--- src/rtl/axi_pmp_err_responder.sv ---
// Terminates AXI4 transactions denied by the IO-PMP: drains writes, returns zero-data reads,
// and answers every transfer with ERR_RESP. One write and one read in flight, independent paths.
module axi_pmp_err_responder #(
    parameter int unsigned DATA_WIDTH = 64,
    parameter int unsigned ID_WIDTH   = 8,
    parameter logic [1:0]  ERR_RESP   = 2'b10
) (
    input  logic                  clk,
    input  logic                  rst_n,
    input  logic [ID_WIDTH-1:0]   s_axi_awid,
    input  logic                  s_axi_awvalid,
    output logic                  s_axi_awready,
    input  logic                  s_axi_wlast,
    input  logic                  s_axi_wvalid,
    output logic                  s_axi_wready,
    output logic [ID_WIDTH-1:0]   s_axi_bid,
    output logic [1:0]            s_axi_bresp,
    output logic                  s_axi_bvalid,
    input  logic                  s_axi_bready,
    input  logic [ID_WIDTH-1:0]   s_axi_arid,
    input  logic [7:0]            s_axi_arlen,
    input  logic                  s_axi_arvalid,
    output logic                  s_axi_arready,
    output logic [ID_WIDTH-1:0]   s_axi_rid,
    output logic [DATA_WIDTH-1:0] s_axi_rdata,
    output logic [1:0]            s_axi_rresp,
    output logic                  s_axi_rlast,
    output logic                  s_axi_rvalid,
    input  logic                  s_axi_rready
);

    typedef enum logic [1:0] {W_IDLE, W_DRAIN, W_RESP} w_state_t;
    typedef enum logic {R_IDLE, R_DATA} r_state_t;

    logic                r_init;
    w_state_t            r_wstate;
    w_state_t            w_wstate_nxt;
    r_state_t            r_rstate;
    r_state_t            w_rstate_nxt;
    logic [ID_WIDTH-1:0] r_awid;
    logic [ID_WIDTH-1:0] r_arid;
    logic [7:0]          r_arlen;
    logic [7:0]          r_cnt;
    logic                w_aw_hs;
    logic                w_ar_hs;
    logic                w_r_hs;
    logic                w_at_last;

    assign w_aw_hs   = s_axi_awvalid && s_axi_awready;
    assign w_ar_hs   = s_axi_arvalid && s_axi_arready;
    assign w_r_hs    = s_axi_rvalid && s_axi_rready;
    assign w_at_last = (r_cnt == r_arlen);

    assign s_axi_bid   = r_awid;
    assign s_axi_bresp = ERR_RESP;
    assign s_axi_rid   = r_arid;
    assign s_axi_rdata = '0;
    assign s_axi_rresp = ERR_RESP;

    // Holds all readys low until the first edge after reset release.
    always_ff @(posedge clk or negedge rst_n) begin
        if (!rst_n) begin
            r_init <= 1'b0;
        end else begin
            r_init <= 1'b1;
        end
    end

    always_ff @(posedge clk or negedge rst_n) begin
        if (!rst_n) begin
            r_wstate <= W_IDLE;
            r_rstate <= R_IDLE;
        end else begin
            r_wstate <= w_wstate_nxt;
            r_rstate <= w_rstate_nxt;
        end
    end

    always_comb begin
        w_wstate_nxt  = r_wstate;
        s_axi_awready = 1'b0;
        s_axi_wready  = 1'b0;
        s_axi_bvalid  = 1'b0;
        case (r_wstate)
            W_IDLE: begin
                s_axi_awready = r_init;
                if (s_axi_awvalid && r_init) w_wstate_nxt = W_DRAIN;
            end
            W_DRAIN: begin
                s_axi_wready = r_init;
                if (s_axi_wvalid && r_init && s_axi_wlast) w_wstate_nxt = W_RESP;
            end
            W_RESP: begin
                s_axi_bvalid = 1'b1;
                if (s_axi_bready) w_wstate_nxt = W_IDLE;
            end
            default: w_wstate_nxt = W_IDLE;
        endcase
    end

    always_comb begin
        w_rstate_nxt  = r_rstate;
        s_axi_arready = 1'b0;
        s_axi_rvalid  = 1'b0;
        s_axi_rlast   = 1'b0;
        case (r_rstate)
            R_IDLE: begin
                s_axi_arready = r_init;
                if (s_axi_arvalid && r_init) w_rstate_nxt = R_DATA;
            end
            R_DATA: begin
                s_axi_rvalid = 1'b1;
                s_axi_rlast  = w_at_last;
                if (s_axi_rready && w_at_last) w_rstate_nxt = R_IDLE;
            end
            default: w_rstate_nxt = R_IDLE;
        endcase
    end

    // Compare precedes increment, so arlen=255 ends at cnt=255 without wrapping.
    always_ff @(posedge clk or negedge rst_n) begin
        if (!rst_n) begin
            r_awid  <= '0;
            r_arid  <= '0;
            r_arlen <= '0;
            r_cnt   <= '0;
        end else begin
            if (w_aw_hs) r_awid <= s_axi_awid;
            if (w_ar_hs) begin
                r_arid  <= s_axi_arid;
                r_arlen <= s_axi_arlen;
                r_cnt   <= '0;
            end else if (w_r_hs && !w_at_last) begin
                r_cnt <= r_cnt + 8'd1;
            end
        end
    end

endmodule

--- config.mk ---
export PLATFORM = sky130hd
export DESIGN_NAME = axi_pmp_err_responder
export DESIGN_NICKNAME = d
export VERILOG_FILES = /design/src/rtl/axi_pmp_err_responder.sv
export SDC_FILE = /design/constraint.sdc
export NUM_CORES = 1
export LEC_CHECK = 0
export CAP_MARGIN = 5
export CORE_MARGIN = 2
export CORE_UTILIZATION = 38
export CTS_CLUSTER_SIZE = 20
export DETAILED_ROUTE_END_ITERATION = 7
export PLACE_DENSITY_LB_ADDON = 0.12
export SYNTH_ARGS = -nofsm -noshare
export SYNTH_HDL_FRONTEND = slang
export SYNTH_SLANG_ARGS = --single-unit
--- constraint.sdc ---
create_clock -name clk -period 2.1 [get_ports clk]
set_clock_uncertainty 0.05 [all_clocks]
set_input_delay 0.42 -clock clk [delete_from_list [all_inputs] [get_ports clk]]
set_output_delay 0.42 -clock clk [all_outputs]
set_load 0.01 [all_outputs]
### Word-level counts from Yosys, hierarchy flattened

Index checks and enable logic that the tools add are counted.
W data, S select, Z words.

* mux-type cells: 15
* add/subtract/negate cells: 1
* bitwise operators: 1
* reduce and logical (&&, ||, !) cells: 13
* eq/ne operators: 6

Operators with widths (number)
* $mux W8: 2
* $logic_and A1 B1 Y1: 9
* $add A8 B1 Y8 const B: 1
* $eq A8 B8 Y1: 1
* $mux W1: 8
* $mux W2: 3
* $ne A2 B2 Y1 const B: 3
* $pmux W2 S3: 1
* $reduce_and A3 Y1: 1
* $eq A2 B1 Y1 const B: 1
* $eq A2 B2 Y1 const B: 1
* $logic_not A2 Y1: 1
* $pmux W1 S2: 1
* $reduce_bool A2 Y1: 1
* $logic_not A1 Y1: 1
* $not A1 Y1: 1

* register bits after elaboration: 36
* output and inout port bits: 90
* word-level logic and storage cells: 43
* input port bits: 32

### Longest topological paths before layout

* word-level depth: 5
* depth in mapped cells: 6
* depth with buffers taken out: 5

### Worst setup path before layout

OpenSTA, ideal clock, no wires.

* path kind: register -> register
* start: register r_cnt[2]
* end: register r_cnt[6]
* cell stages (with the launch flop): 6
* required time: 1932 ps
* arrival: 1551 ps
* setup time: 118 ps
* period minus slack after synthesis: 1719 ps
* buffers on the path: 0
* slack: 381 ps
* path through: dfrtp_1 -> xor2_1 -> nor4_4 -> a21boi_2 -> mux2_4 -> a21o_1

* longest elaborated chain between the ends: 4
* elaborated cells on any way between the ends: 7
* classes of those cells: 1 x add/sub; 1 x eq/ne; 2 x mux; 3 x reduce/logical

Ends and longest elaborated chain
* start, declared: RTL line 43 `logic [7:0] r_cnt;`
* start signal, assigned: RTL line 134 `r_cnt <= r_cnt + 8'd1;`
* branches (longest 4 deep; another with $add A8 B1 Y8)

Several ways; the timed one is not identified. The select of a mux whose other input is x is not followed.
A chain may end at the register's enable or synchronous reset.

### Worst setup path after layout

* start: register r_rstate
* end: output s_axi_arready

* longest elaborated chain between the ends: 1

Ends and longest elaborated chain
* start, declared: RTL line 38 `r_state_t r_rstate;`
* start signal, assigned: RTL line 75 `r_rstate <= w_rstate_nxt;`
* $mux W1: RTL line 106 `case (r_rstate)`
* end, declared: RTL line 23 `output logic s_axi_arready,`

Every way passes these cells.

==> impl_metrics.json <==
{
  "status": "finished, final reports clean",
  "leakagePower_nw": 1.37,
  "synth_area_sq_um": 2140,
  "io_buffers": 53,
  "grt_pass1_vias": 1361,
  "placementRows": 27,
  "yosys_warnings": 0,
  "clk_latency_ns": 0.29,
  "avgSynthCellArea_sq_um": 9.46,
  "cts.sinks": 36,
  "hold_viol": 0,
  "die_w_um": 79.0,
  "powerDensity_nw_per_um2": 1140,
  "synth_area_leaders": "dfrtp_1 (42%), buf_4 (24%), nand2_1 (11%)",
  "maxCapViolations": 0,
  "dr.pass1.iters": 4,
  "cts.hold.buffers_added": 0,
  "r2r_end": "r_cnt[6]$_DFFE_PN0P_",
  "track_usage": 0.136,
  "antenna_found_initial": 0,
  "grt_max_degree": 37,
  "endpoint_kind": "output port",
  "cts_tree": "done",
  "io_pins": 122,
  "numCtsBuffers": 5,
  "grt_pass1_wl_um": 6500,
  "root_buffer": "clkbuf_8",
  "area_growth_pct": 25.5,
  "vias_per_cell": 4.01,
  "totalWireLength_um": 3920,
  "drc_errors": 0,
  "die_h_um": 79.0,
  "hold_path_class": "in2async",
  "multi_input_area_sq_um": 963,
  "yosys.area.top_type": "dfrtp_1",
  "place_hpwl_um": 2960,
  "ys_types": 32,
  "seq_area_sq_um": 901,
  "final.setup.worst_slack_ns": 0.0968,
  "fp.coreArea_sq_um": 5470,
  "period_needed_ns": 2.00,
  "drtIter0Drc": 66,
  "wire_per_inst_um": 10.6,
  "startpoint_type": "flip-flop",
  "dpl_worst_slack_ns": -0.0123,
  "nets": 328,
  "overflow": 0,
  "nFillCells": 542,
  "antennaDiodeCount": 0,
  "drive_gt1_frac": 0.139,
  "rsz0062_at_grt": "false",
  "r2r_cells": 6,
  "fmax_ghz": 0.499,
  "post_dp_cell_area_sq_um": 2570,
  "ir_worst_vdd_v": 0.000505,
  "ant_nets": 0,
  "gp_congestion": 0.727,
  "slew_violations": 0,
  "cp_data_arrival_time_ns": 1.53,
  "setup-tns-final_ns": 0,
  "synthCells": 226,
  "ys_ff_latch": 36,
  "r2r_slack_ns": 0.35,
  "via_count": 1476,
  "design_area_sq_um": 2680,
  "r2r_start": "r_cnt[2]$_DFFE_PN0P_",
  "whs_ns": 0.105,
  "critPathRequiredTime_ns": 1.63,
  "cp_max_fo": 5,
  "setup_viol": 0,
  "die-area_sq_um": 6240,
  "fin_crit_sh": 0.954,
  "clkTransAtPathRegs_ns": 0.07,
  "synth.yosys.seq_area_share": 0.421,
  "clockBufferDepth": 2,
  "path_class": "reg2out",
  "htree_levels": 2,
  "synth_top_area_share": 0.421,
  "initial_core_util": 0.391
}
## worst max path at each step
stage | slack, ns | to | cells after the start | from
detailed placement | -0.01 | s_axi_rlast | 4 | r_cnt[5]$_DFFE_PN0P_
floorplan | 0.38 | r_cnt[6]$_DFFE_PN0P_ | 5 | r_cnt[2]$_DFFE_PN0P_
global route | 0.02 | s_axi_rlast | 4 | r_cnt[6]$_DFFE_PN0P_
global placement | 0.01 | s_axi_rlast | 4 | r_cnt[5]$_DFFE_PN0P_
CTS | 0.08 | s_axi_arready | 2 | r_rstate$_DFF_PN0_
finish | 0.1 | s_axi_arready | 2 | r_rstate$_DFF_PN0_
## layout by cell type (no fill, tap or decap), types with 3 or more instances in the layout
cell type	netlist	routed
conb_1	2	69
nand2_1	60	60
dfrtp_1	36	36
clkbuf_8	0	5
buf_4	68	15
clkdlybuf4s50_1	0	51
xor2_1	8	7
nand3_1	7	7
nand4_1	3	3
mux2i_1	3	3
mux2_2	8	8
## critical path, stage by stage, from the launching register on
cell and delay, ns:
dfrtp_1 0.44, and2b_4 0.27, clkdlybuf4s50_1 0.53
## power by group
group / total, mW / internal [mW] / switching, mW
clock network: 0.488 / 0.231 / 0.257
registers: 1.17 / 0.985 / 0.181
logic: 1.40 / 0.754 / 0.642
## per-stage QoR
| stage | utilization | power [mW] | instances |
|---|---|---|---|
| 6_report | 0.490 | 3.05 | 368 |
| 5_1_grt | 0.490 | 3.30 | 368 |
| 4_1_cts | 0.490 | 3.10 | 368 |
| 3_5_place_dp | 0.470 | 2.57 | 358 |
| 3_3_place_gp | 0.470 | 2.56 | 358 |
| 2_1_floorplan | - | 1.98 | 293 |
## cells by family (layout without fill, tap and decap cells)
kind of cell	count (synthesis)	after routing	share of synthesized area
and+or+nand+nor	83	83	0.187
adders and majority gates	1	1	0.00585
other	2	69	0.00351
muxes	12	12	0.0632
DFF	36	36	0.421
AOI/OAI and AO/OA	9	9	0.0351
buffers and inverters	75	78	0.251
xor gates and xnor gates	8	8	0.0328
## synth_stat cells
master and instances:
a21bo_2 1, a21boi_2 1, a21o_1 1, a21oi_1 1, a32o_1 1, and2_1 2, and2b_4 1, and3_2 1
and3b_1 1, buf_4 68, clkbuf_1 5, conb_1 2, dfrtp_1 36, ha_1 1, inv_1 2, mux2_2 8
mux2_4 1, mux2i_1 3, nand2_1 60, nand3_1 7, nand3b_1 1, nand4_1 3, nor2_1 1, nor2b_1 1
nor3_1 1, nor3b_1 1, nor4_4 2, nor4bb_1 1, o21ai_0 1, o311ai_1 2, o41ai_1 1, xor2_1 8
## flip-flops by register name, summed over array words and instances, names as in the netlist
register / count
r_cnt: 8
s_axi_rid: 8
r_rstate: 1
s_axi_bid: 8
r_wstate: 2
r_init: 1
r_arlen: 8
## layout make-up
cell class / instances / share of cell area
well taps: 72 / 0.0336
repair buffers: 68 / 0.236
clock buffers: 5 / 0.0257
clock inverters: 3 / 0.00700
flip-flops and latches: 36 / 0.336
multi-input cells: 182 / 0.359
inverters: 2 / 0.00280
## what timing repair did
| action | in CTS | in global routing |
|---|---|---|
| endpoints found under the setup margin | 1 | 0 |
| resized for setup | 6 | 0 |
| setup buffers | 2 | 0 |
## layer usage
layer / vias to the layer above / global-route usage / routed length [um]
met5: - / 0 / 0
met4: 0 / 0.0466 / 46
li1: 730 / - / -
met2: 60 / 0.208 / 1870
met3: 6 / 0.0602 / 375
met1: 680 / 0.170 / 1620
Note: power is estimated with default switching activity, not from simulation.
